**config.mk**
```make
export PLATFORM = sky130hd
export DESIGN_NAME = alu_cmd_entry
export DESIGN_NICKNAME = d
export VERILOG_FILES = /design/src/rtl/alu_cmd_pkg.sv /design/src/rtl/key_debounce.sv /design/src/rtl/alu_cmd_entry.sv
export SDC_FILE = /design/constraint.sdc
export NUM_CORES = 1
export LEC_CHECK = 0
export CORE_MARGIN = 4
export CORE_UTILIZATION = 47
export CTS_CLUSTER_SIZE = 14
export DETAILED_ROUTE_END_ITERATION = 7
export GPL_ROUTABILITY_DRIVEN = 0
export GPL_TIMING_DRIVEN = 0
export PLACE_DENSITY = 0.8
export SLEW_MARGIN = 20
export SYNTH_ARGS = -nofsm -noshare
export SYNTH_HDL_FRONTEND = slang
export SYNTH_HIERARCHICAL = 1
export SYNTH_SLANG_ARGS = --single-unit
```
**constraint.sdc**
```tcl
create_clock -name clock -period 3.9 [get_ports clock]
set_input_delay 0.585 -clock clock [delete_from_list [all_inputs] [get_ports clock]]
set_output_delay 0.585 -clock clock [all_outputs]
set_load 0.01 [all_outputs]
```
**src/rtl/alu_cmd_pkg.sv**
```systemverilog
// Shared types and constants for the ALU command entry front end.
package alu_cmd_pkg;

   localparam int unsigned DATA_W_DEF = 4;
   localparam int unsigned OP_W_DEF   = 3;

   // Opcodes understood by the downstream ALU/accumulator
   localparam logic [OP_W_DEF-1:0] OP_LOAD = 3'b000;
   localparam logic [OP_W_DEF-1:0] OP_ADD  = 3'b001;
   localparam logic [OP_W_DEF-1:0] OP_SUB  = 3'b010;
   localparam logic [OP_W_DEF-1:0] OP_AND  = 3'b011;
   localparam logic [OP_W_DEF-1:0] OP_OR   = 3'b100;
   localparam logic [OP_W_DEF-1:0] OP_XOR  = 3'b101;
   localparam logic [OP_W_DEF-1:0] OP_SHL  = 3'b110;
   localparam logic [OP_W_DEF-1:0] OP_CLR  = 3'b111;

   typedef enum logic [1:0] {
      IDLE  = 2'b00,
      GET_A = 2'b01,
      SEND  = 2'b10
   } state_t;

endpackage

```
**src/rtl/key_debounce.sv**
```systemverilog
// Key synchronizer, debouncer and falling-edge press detector.
// ALU_CMD_ENTRY_BYPASS_DEBOUNCE_EN removes the debounce counter (db_level follows s2).
module key_debounce #(
   parameter int unsigned DEBOUNCE_CYCLES = 16
) (
   input  logic i_clk,
   input  logic i_rst,
   input  logic i_key_n,
   output logic o_press_c
);

   logic r_s1;
   logic r_s2;
   logic r_db_level_d;
   logic w_db_level;

   // Two-flop synchronizer; idle level is released (1)
   always_ff @(posedge i_clk) begin
      if (i_rst) begin
         r_s1 <= 1'b1;
         r_s2 <= 1'b1;
      end else begin
         r_s1 <= i_key_n;
         r_s2 <= r_s1;
      end
   end

`ifdef ALU_CMD_ENTRY_BYPASS_DEBOUNCE_EN
   assign w_db_level = r_s2;
`else
   localparam int unsigned CNT_W = $clog2(DEBOUNCE_CYCLES + 1);

   logic             r_db_level;
   logic [CNT_W-1:0] r_cnt;

   // Level changes only after DEBOUNCE_CYCLES consecutive disagreeing samples
   always_ff @(posedge i_clk) begin
      if (i_rst) begin
         r_db_level <= 1'b1;
         r_cnt      <= '0;
      end else if (r_s2 == r_db_level) begin
         r_cnt <= '0;
      end else if (r_cnt == CNT_W'(DEBOUNCE_CYCLES - 1)) begin
         r_db_level <= r_s2;
         r_cnt      <= '0;
      end else begin
         r_cnt <= r_cnt + CNT_W'(1);
      end
   end

   assign w_db_level = r_db_level;
`endif

   always_ff @(posedge i_clk) begin
      if (i_rst) begin
         r_db_level_d <= 1'b1;
      end else begin
         r_db_level_d <= w_db_level;
      end
   end

   assign o_press_c = r_db_level_d & ~w_db_level;

endmodule

```
**src/rtl/alu_cmd_entry.sv**
```systemverilog
// Switch/push-button command entry: opcode press, operand press, valid/ready send.
// ALU_CMD_ENTRY_BYPASS_DEBOUNCE_EN (in key_debounce) selects the fast-sim no-debounce key path.
module alu_cmd_entry
   import alu_cmd_pkg::*;
#(
   parameter int unsigned DEBOUNCE_CYCLES = 16,
   parameter int unsigned DATA_W          = DATA_W_DEF,
   parameter int unsigned OP_W            = OP_W_DEF
) (
   input  logic              clock,
   input  logic              reset,
   input  logic              key_n,
   input  logic [DATA_W-1:0] sw_data,
   input  logic [OP_W-1:0]   sw_op,
   output logic              cmd_valid,
   input  logic              cmd_ready,
   output logic [OP_W-1:0]   cmd_op,
   output logic [DATA_W-1:0] cmd_data,
   output logic              busy,
   output logic [1:0]        state_dbg
);

   logic              w_press_c;
   state_t            r_state;
   state_t            w_next_state;
   logic              w_cap_op;
   logic              w_cap_data;
   logic              r_cmd_valid;
   logic              r_busy;
   logic [OP_W-1:0]   r_cmd_op;
   logic [DATA_W-1:0] r_cmd_data;

   key_debounce #(
      .DEBOUNCE_CYCLES (DEBOUNCE_CYCLES)
   ) u_key_debounce (
      .i_clk     (clock),
      .i_rst     (reset),
      .i_key_n   (key_n),
      .o_press_c (w_press_c)
   );

   // State register; valid/busy are registered decodes of the next state
   always_ff @(posedge clock) begin
      if (reset) begin
         r_state     <= IDLE;
         r_cmd_valid <= 1'b0;
         r_busy      <= 1'b0;
      end else begin
         r_state     <= w_next_state;
         r_cmd_valid <= (w_next_state == SEND);
         r_busy      <= (w_next_state != IDLE);
      end
   end

   always_comb begin
      w_next_state = r_state;
      w_cap_op     = 1'b0;
      w_cap_data   = 1'b0;
      case (r_state)
         IDLE: begin
            if (w_press_c) begin
               w_cap_op     = 1'b1;
               w_next_state = GET_A;
            end
         end
         GET_A: begin
            if (w_press_c) begin
               w_cap_data   = 1'b1;
               w_next_state = SEND;
            end
         end
         SEND: begin
            // Presses here are dropped; only the handshake leaves SEND
            if (r_cmd_valid && cmd_ready) begin
               w_next_state = IDLE;
            end
         end
         default: w_next_state = IDLE;
      endcase
   end

   // Capture registers hold through SEND and retain their values in IDLE
   always_ff @(posedge clock) begin
      if (reset) begin
         r_cmd_op   <= '0;
         r_cmd_data <= '0;
      end else begin
         if (w_cap_op) begin
            r_cmd_op <= sw_op;
         end
         if (w_cap_data) begin
            r_cmd_data <= sw_data;
         end
      end
   end

   assign cmd_valid = r_cmd_valid;
   assign cmd_op    = r_cmd_op;
   assign cmd_data  = r_cmd_data;
   assign busy      = r_busy;
   assign state_dbg = 2'(r_state);

endmodule

```
==> impl_metrics.json, run 1 <==
{
  "status": "finished clean",
  "crit_family": "buffers and inverters",
  "placedCellCount": 102,
  "io_buffers": 21,
  "whs_path_depth": 1,
  "ys_seq_area_share_pct": 55.7,
  "critPathLaunchType": "flip-flop",
  "die_h_um": 47.1,
  "cts_resized": 0,
  "fin_area_um2": 985,
  "cts_root_buf": "clkbuf_4",
  "core_um2": 1370,
  "layout_commonest_cell": "clkdlybuf4s50_1",
  "synth_area_um2": 719,
  "ys_ff_latch": 20,
  "path_max_fanout": 6,
  "cts.sinks": 20,
  "grt_max_degree": 12,
  "dr.pass1.iters": 2,
  "layout-drive-gt1-share_pct": 11.0,
  "rows": 13,
  "cp.required_ns": 3.31,
  "fin_crit_ns": 1.98,
  "place_area_um2": 948,
  "path_class": "reg2out",
  "drt_iter0_markers": 1,
  "power_density_nw_per_um2": 344,
  "grt_pass1_wl_mm": 2.19,
  "arrival_ns": 1.39,
  "grt-ovfl-total": 0,
  "clock_skew_ns": 0.00693,
  "cts_tree": "yes",
  "drt-total-wl_mm": 1.27,
  "layout.nets": 105,
  "synth_area_leaders": "dfxtp_1, mux2i_1, nor2_1",
  "cts_buffers": 3,
  "place_ws_ns": 2.09,
  "grt_pass1_vias": 529,
  "hold_violations": 0,
  "hold_path_class": "reg2reg",
  "min_to": "u_key_debounce/r_s2$_SDFF_PP1_",
  "syn2layout_area_growth_pct": 36.9,
  "syn_inst": 66,
  "synth_cell_types": 22,
  "start_util_pct": 52.7,
  "fin_crit_sh_pct": 50.7,
  "path_buf_inv": 1,
  "n_antenna_cell": 0,
  "finalWorstSetupSlack_ns": 1.92,
  "rsz0062_at_grt": "false",
  "startpoint": "state_dbg[0]$_SDFF_PP0_",
  "syn_nets": 79,
  "drv_slew": 0,
  "ant_nets": 0,
  "die_width_um": 47.1,
  "grtUsageTotal_pct": 14.3,
  "whs_ns": 0.420,
  "hp-start": "u_key_debounce/r_s1$_SDFF_PP1_",
  "mostFrequentLayoutCells": "clkdlybuf4s50_1, dfxtp_1, nor2_1, mux2i_1",
  "synth_top_area_share_pct": 55.7,
  "reg2reg_from": "u_key_debounce/r_cnt[0]$_SDFF_PP0_",
  "routed_via_density": 4.96,
  "r2r_slack_ns": 2.35,
  "yosysWarnings": 6,
  "dieArea_um2": 2220,
  "cp.depth": 1,
  "drc": 0,
  "yosysTopAreaCell": "dfxtp_1",
  "floorplan.io_pins": 22,
  "cp-end-kind": "primary output",
  "cp_slowest_stage_delay_ns": 0.59,
  "fin_setup_tns_ns": 0,
  "clk_path_buf_depth": 2,
  "vdd_drop_max_mv": 0.205,
  "dp_hpwl_um": 973,
  "vias": 526,
  "cp_slowest_cell": "clkdlybuf4s50_1",
  "clock.fmax_ghz": 0.506,
  "post_cts_buffers": 0,
  "setup_viol": 0,
  "path_cells": "clkdlybuf4s50_1",
  "clkLatencyLatePin_ns": 0.30,
  "clk_pin_slew_ns": 0.11,
  "max-cap-violations": 0,
  "tightest_slew_ns": 0.444,
  "grt_antenna_before_repair": 0,
  "worst_r2r_path_depth": 5,
  "p_leak_nw": 0.387,
  "htree_levels": 1,
  "cts-hold-fix-buffers": 0,
  "final_cells": 106,
  "routedWlPerCell_um": 12.0,
  "relSlewSlack_pct": 70.4,
  "r2r-end": "u_key_debounce/r_cnt[3]$_SDFF_PP0_",
  "syn_avg_cell_area_um2": 10.9
}
how the worst max path moves through the flow:
stage                                              end  slack (ns)
floorplan           u_key_debounce/r_cnt[2]$_SDFF_PP0_        2.46
global placement              cmd_data[0]$_SDFFE_PP0P_        2.12
detailed placement            cmd_data[0]$_SDFFE_PP0P_        2.09
CTS                                       state_dbg[0]        1.91
global route                              state_dbg[0]        1.86
finish                                    state_dbg[0]        1.92
routing by layer:
| metal | part of all wire (%) | wire length (um) | GRT usage, % |
|---|---|---|---|
| met1 | 46 | 579 | 16.8 |
| met3 | 3.4 | 43 | 3.45 |
| met2 | 50 | 635 | 23.6 |
| met4 | 0.94 | 12 | 8.29 |
| met5 | 0 | 0 | 0 |
registers in the layout (all words and copies together) (netlist names):
register and cells:
u_key_debounce/r_s2 1, busy 1, cmd_op 3, u_key_debounce/r_db_level 1
u_key_debounce/r_db_level_d 1, u_key_debounce/r_cnt 5, u_key_debounce/r_s1 1, cmd_data 4
state_dbg 2, cmd_valid 1
cells in the mapped netlist:
cell       n
a211o_1    1
a21oi_1    3
and2b_1    1
and3_1     1
clkbuf_1   1
dfxtp_1   20
ha_1       2
inv_1      2
mux2i_1    7
nand2_1    1
nand3_1    1
nand3b_1   1
nand3b_2   1
nor2_1    12
nor2b_1    1
nor3_1     1
nor3b_4    1
o21bai_1   1
or2_2      3
or3_4      1
xnor2_1    3
xor2_1     1
final cells by class:
class,instances,area [um^2]
plain buffers,1,3.75
clock buffers,4,36.3
fillers,111,382
inverters,2,7.51
multi-input cells,43,308
flip-flops and latches,20,400
well taps,15,18.8
repair buffers,21,210
power by group:
group          switching [mW]  internal [mW]  leakage, nW  total (mW)
Sequential           0.000566          0.205        0.162       0.206
Clock                  0.0613         0.0569       0.0210       0.118
Combinational         0.00459         0.0105        0.205      0.0150
metrics by stage:
stage	util, %	total power [mW]
after global routing	72.1	0.354
after CTS	72.1	0.344
after global placement	69.4	0.225
after floorplan	-	0.214
final	72.1	0.339
after detailed placement	69.4	0.226
cell families (layout without fill, tap and decap cells):
| kind of cell | count (synthesis) | in the layout | share of synthesized area, % |
|---|---|---|---|
| compound gates | 5 | 5 | 4.35 |
| xor+xnor | 4 | 4 | 4.87 |
| fa+ha+maj | 2 | 2 | 3.48 |
| buf+inv | 3 | 28 | 1.57 |
| flops | 20 | 20 | 55.7 |
| mux | 7 | 7 | 9.74 |
| simple gates | 25 | 25 | 20.3 |
No activity file was read; power rests on OpenSTA's default activity.
==> inputs of run 2 (changes only) <==
--- a/config.mk
+++ b/config.mk
@@ -6,12 +6,12 @@
 export NUM_CORES = 1
 export LEC_CHECK = 0
 export CORE_MARGIN = 4
-export CORE_UTILIZATION = 47
+export CORE_UTILIZATION = 43
 export CTS_CLUSTER_SIZE = 14
 export DETAILED_ROUTE_END_ITERATION = 7
 export GPL_ROUTABILITY_DRIVEN = 0
 export GPL_TIMING_DRIVEN = 0
-export PLACE_DENSITY = 0.8
+export PLACE_DENSITY = 0.74
 export SLEW_MARGIN = 20
 export SYNTH_ARGS = -nofsm -noshare
 export SYNTH_HDL_FRONTEND = slang
==> constraint.sdc (replaced) <==
create_clock -name clock -period 2 [get_ports clock]
set_input_delay 0.3 -clock clock [delete_from_list [all_inputs] [get_ports clock]]
set_output_delay 0.3 -clock clock [all_outputs]
set_load 0.01 [all_outputs]
==> run 2 against run 1 <==
  * Combinational power grew 93%
  * Final cell count grew 0.94%
  * Flip-flop and latch count is the same
  * Die area grew 7.7%
  * Register-to-register slack lost 1.9 ns
==> impl_metrics.json, run 2 (synthesis gave the netlist of run 1 again) <==
{
  "start_util_pct": 46.7,
  "mostFrequentLayoutCells": "clkdlybuf4s50_1, dfxtp_1, nor2_1, mux2i_1",
  "drv_slew": 0,
  "grt-ovfl-total": 0,
  "dr.pass1.iters": 2,
  "layout.nets": 105,
  "multi_input_area_um2": 308,
  "fin_crit_sh_pct": 85.4,
  "dp_hpwl_um": 946,
  "finalPower_uw": 655,
  "cp.required_ns": 1.70,
  "layout_commonest_cell": "clkdlybuf4s50_1",
  "layout-drive-gt1-share_pct": 11.0,
  "power_density_nw_per_um2": 665,
  "n_antenna_cell": 0,
  "grt_pass1_vias": 507,
  "p_leak_nw": 0.387,
  "path_buf_inv": 1,
  "vdd_drop_max_mv": 0.522,
  "arrival_ns": 1.41,
  "cp-end-kind": "primary output",
  "die_h_um": 48.9,
  "htree_levels": 1,
  "post_cts_buffers": 0,
  "cp_slowest_cell": "clkdlybuf4s50_1",
  "ant_nets": 0,
  "rsz0062_at_grt": "false",
  "grt_pass1_wl_mm": 2.14,
  "drt_iter0_markers": 10,
  "critPathLaunchType": "flip-flop",
  "status": "finished clean",
  "core_um2": 1540,
  "hold_violations": 0,
  "relSlewSlack_pct": 72.7,
  "path_cells": "clkdlybuf4s50_1",
  "grtUsageTotal_pct": 11.2,
  "clk_path_buf_depth": 2,
  "fin_setup_tns_ns": 0,
  "tightest_slew_ns": 0.409,
  "clk_pin_slew_ns": 0.11,
  "regMostFlops": "u_key_debounce/r_cnt",
  "clock.fmax_ghz": 0.585,
  "crit_family": "buffers and inverters",
  "cts.sinks": 20,
  "drt-total-wl_mm": 1.24,
  "routedWlPerCell_um": 11.6,
  "grt_antenna_before_repair": 0,
  "hold_path_class": "reg2reg",
  "cts_buffers": 3,
  "drc": 0,
  "rows": 14,
  "clock_skew_ns": 0.0104,
  "io_buffers": 21,
  "setup_viol": 0,
  "vias": 514,
  "clkLatencyLatePin_ns": 0.30,
  "cts_tree": "yes",
  "cts-hold-fix-buffers": 0,
  "seqCellArea_um2": 400,
  "max-cap-violations": 0,
  "path_class": "reg2out",
  "routed_via_density": 4.80,
  "fin_crit_ns": 1.71,
  "grt_max_degree": 12,
  "largest_reg_flops": 5,
  "syn2layout_area_growth_pct": 37.0,
  "cts_root_buf": "clkbuf_4",
  "whs_ns": 0.411,
  "die_width_um": 48.9,
  "cts_resized": 0,
  "cp_slowest_stage_delay_ns": 0.60,
  "fillers": 132,
  "floorplan.io_pins": 22,
  "dieArea_um2": 2390,
  "path_max_fanout": 6
}
## run 2: power by group
group	leakage (nW)	switching [mW]	internal (mW)
Sequential	0.162	0.00111	0.401
Clock	0.0210	0.114	0.111
Combinational	0.205	0.00856	0.0203
Total	0.387	0.124	0.532
## run 2: path summary, 6_finish.rpt
kind | slack [ns] | from | end | cells past startpoint
worst max-delay path | 0.29 | state_dbg[0]$_SDFF_PP0_ | state_dbg[0] | 1
worst min-delay path | 0.41 | u_key_debounce/r_s1$_SDFF_PP1_ | u_key_debounce/r_s2$_SDFF_PP1_ | 1
worst max register to register | 0.46 | u_key_debounce/r_cnt[0]$_SDFF_PP0_ | u_key_debounce/r_cnt[3]$_SDFF_PP0_ | 5
worst min register to register | 0.41 | u_key_debounce/r_s1$_SDFF_PP1_ | u_key_debounce/r_s2$_SDFF_PP1_ | 1
## run 2: area by class of cell
| cell class | count | share of cell area (%) |
|---|---|---|
| tap | 16 | 2.03 |
| sequential | 20 | 40.6 |
| clock buffer | 4 | 3.68 |
| multi-input combinational | 43 | 31.2 |
| buffer | 1 | 0.381 |
| inverter | 2 | 0.761 |
| timing repair buffer | 21 | 21.3 |
## run 2: routing by layer
layer | vias to the layer above | wire [um] | global-route usage, %
li1 | 269 | - | -
met4 | 0 | 12 | 4.04
met3 | 2 | 61 | 4.59
met1 | 232 | 567 | 14.1
met5 | - | 0 | 0
met2 | 11 | 594 | 17.2
## run 2: through the flow
step / util, % / instances / area [um^2] / setup WS, ns
3_5_place_dp: 61.6 / 103 / 950 / 0.476
3_3_place_gp: 61.6 / 103 / 950 / 0.497
4_1_cts: 64.0 / 107 / 986 / 0.288
2_1_floorplan: - / 66 / 719 / 0.563
5_1_grt: 64.0 / 107 / 986 / 0.226
6_report: 64.0 / 107 / 986 / 0.292
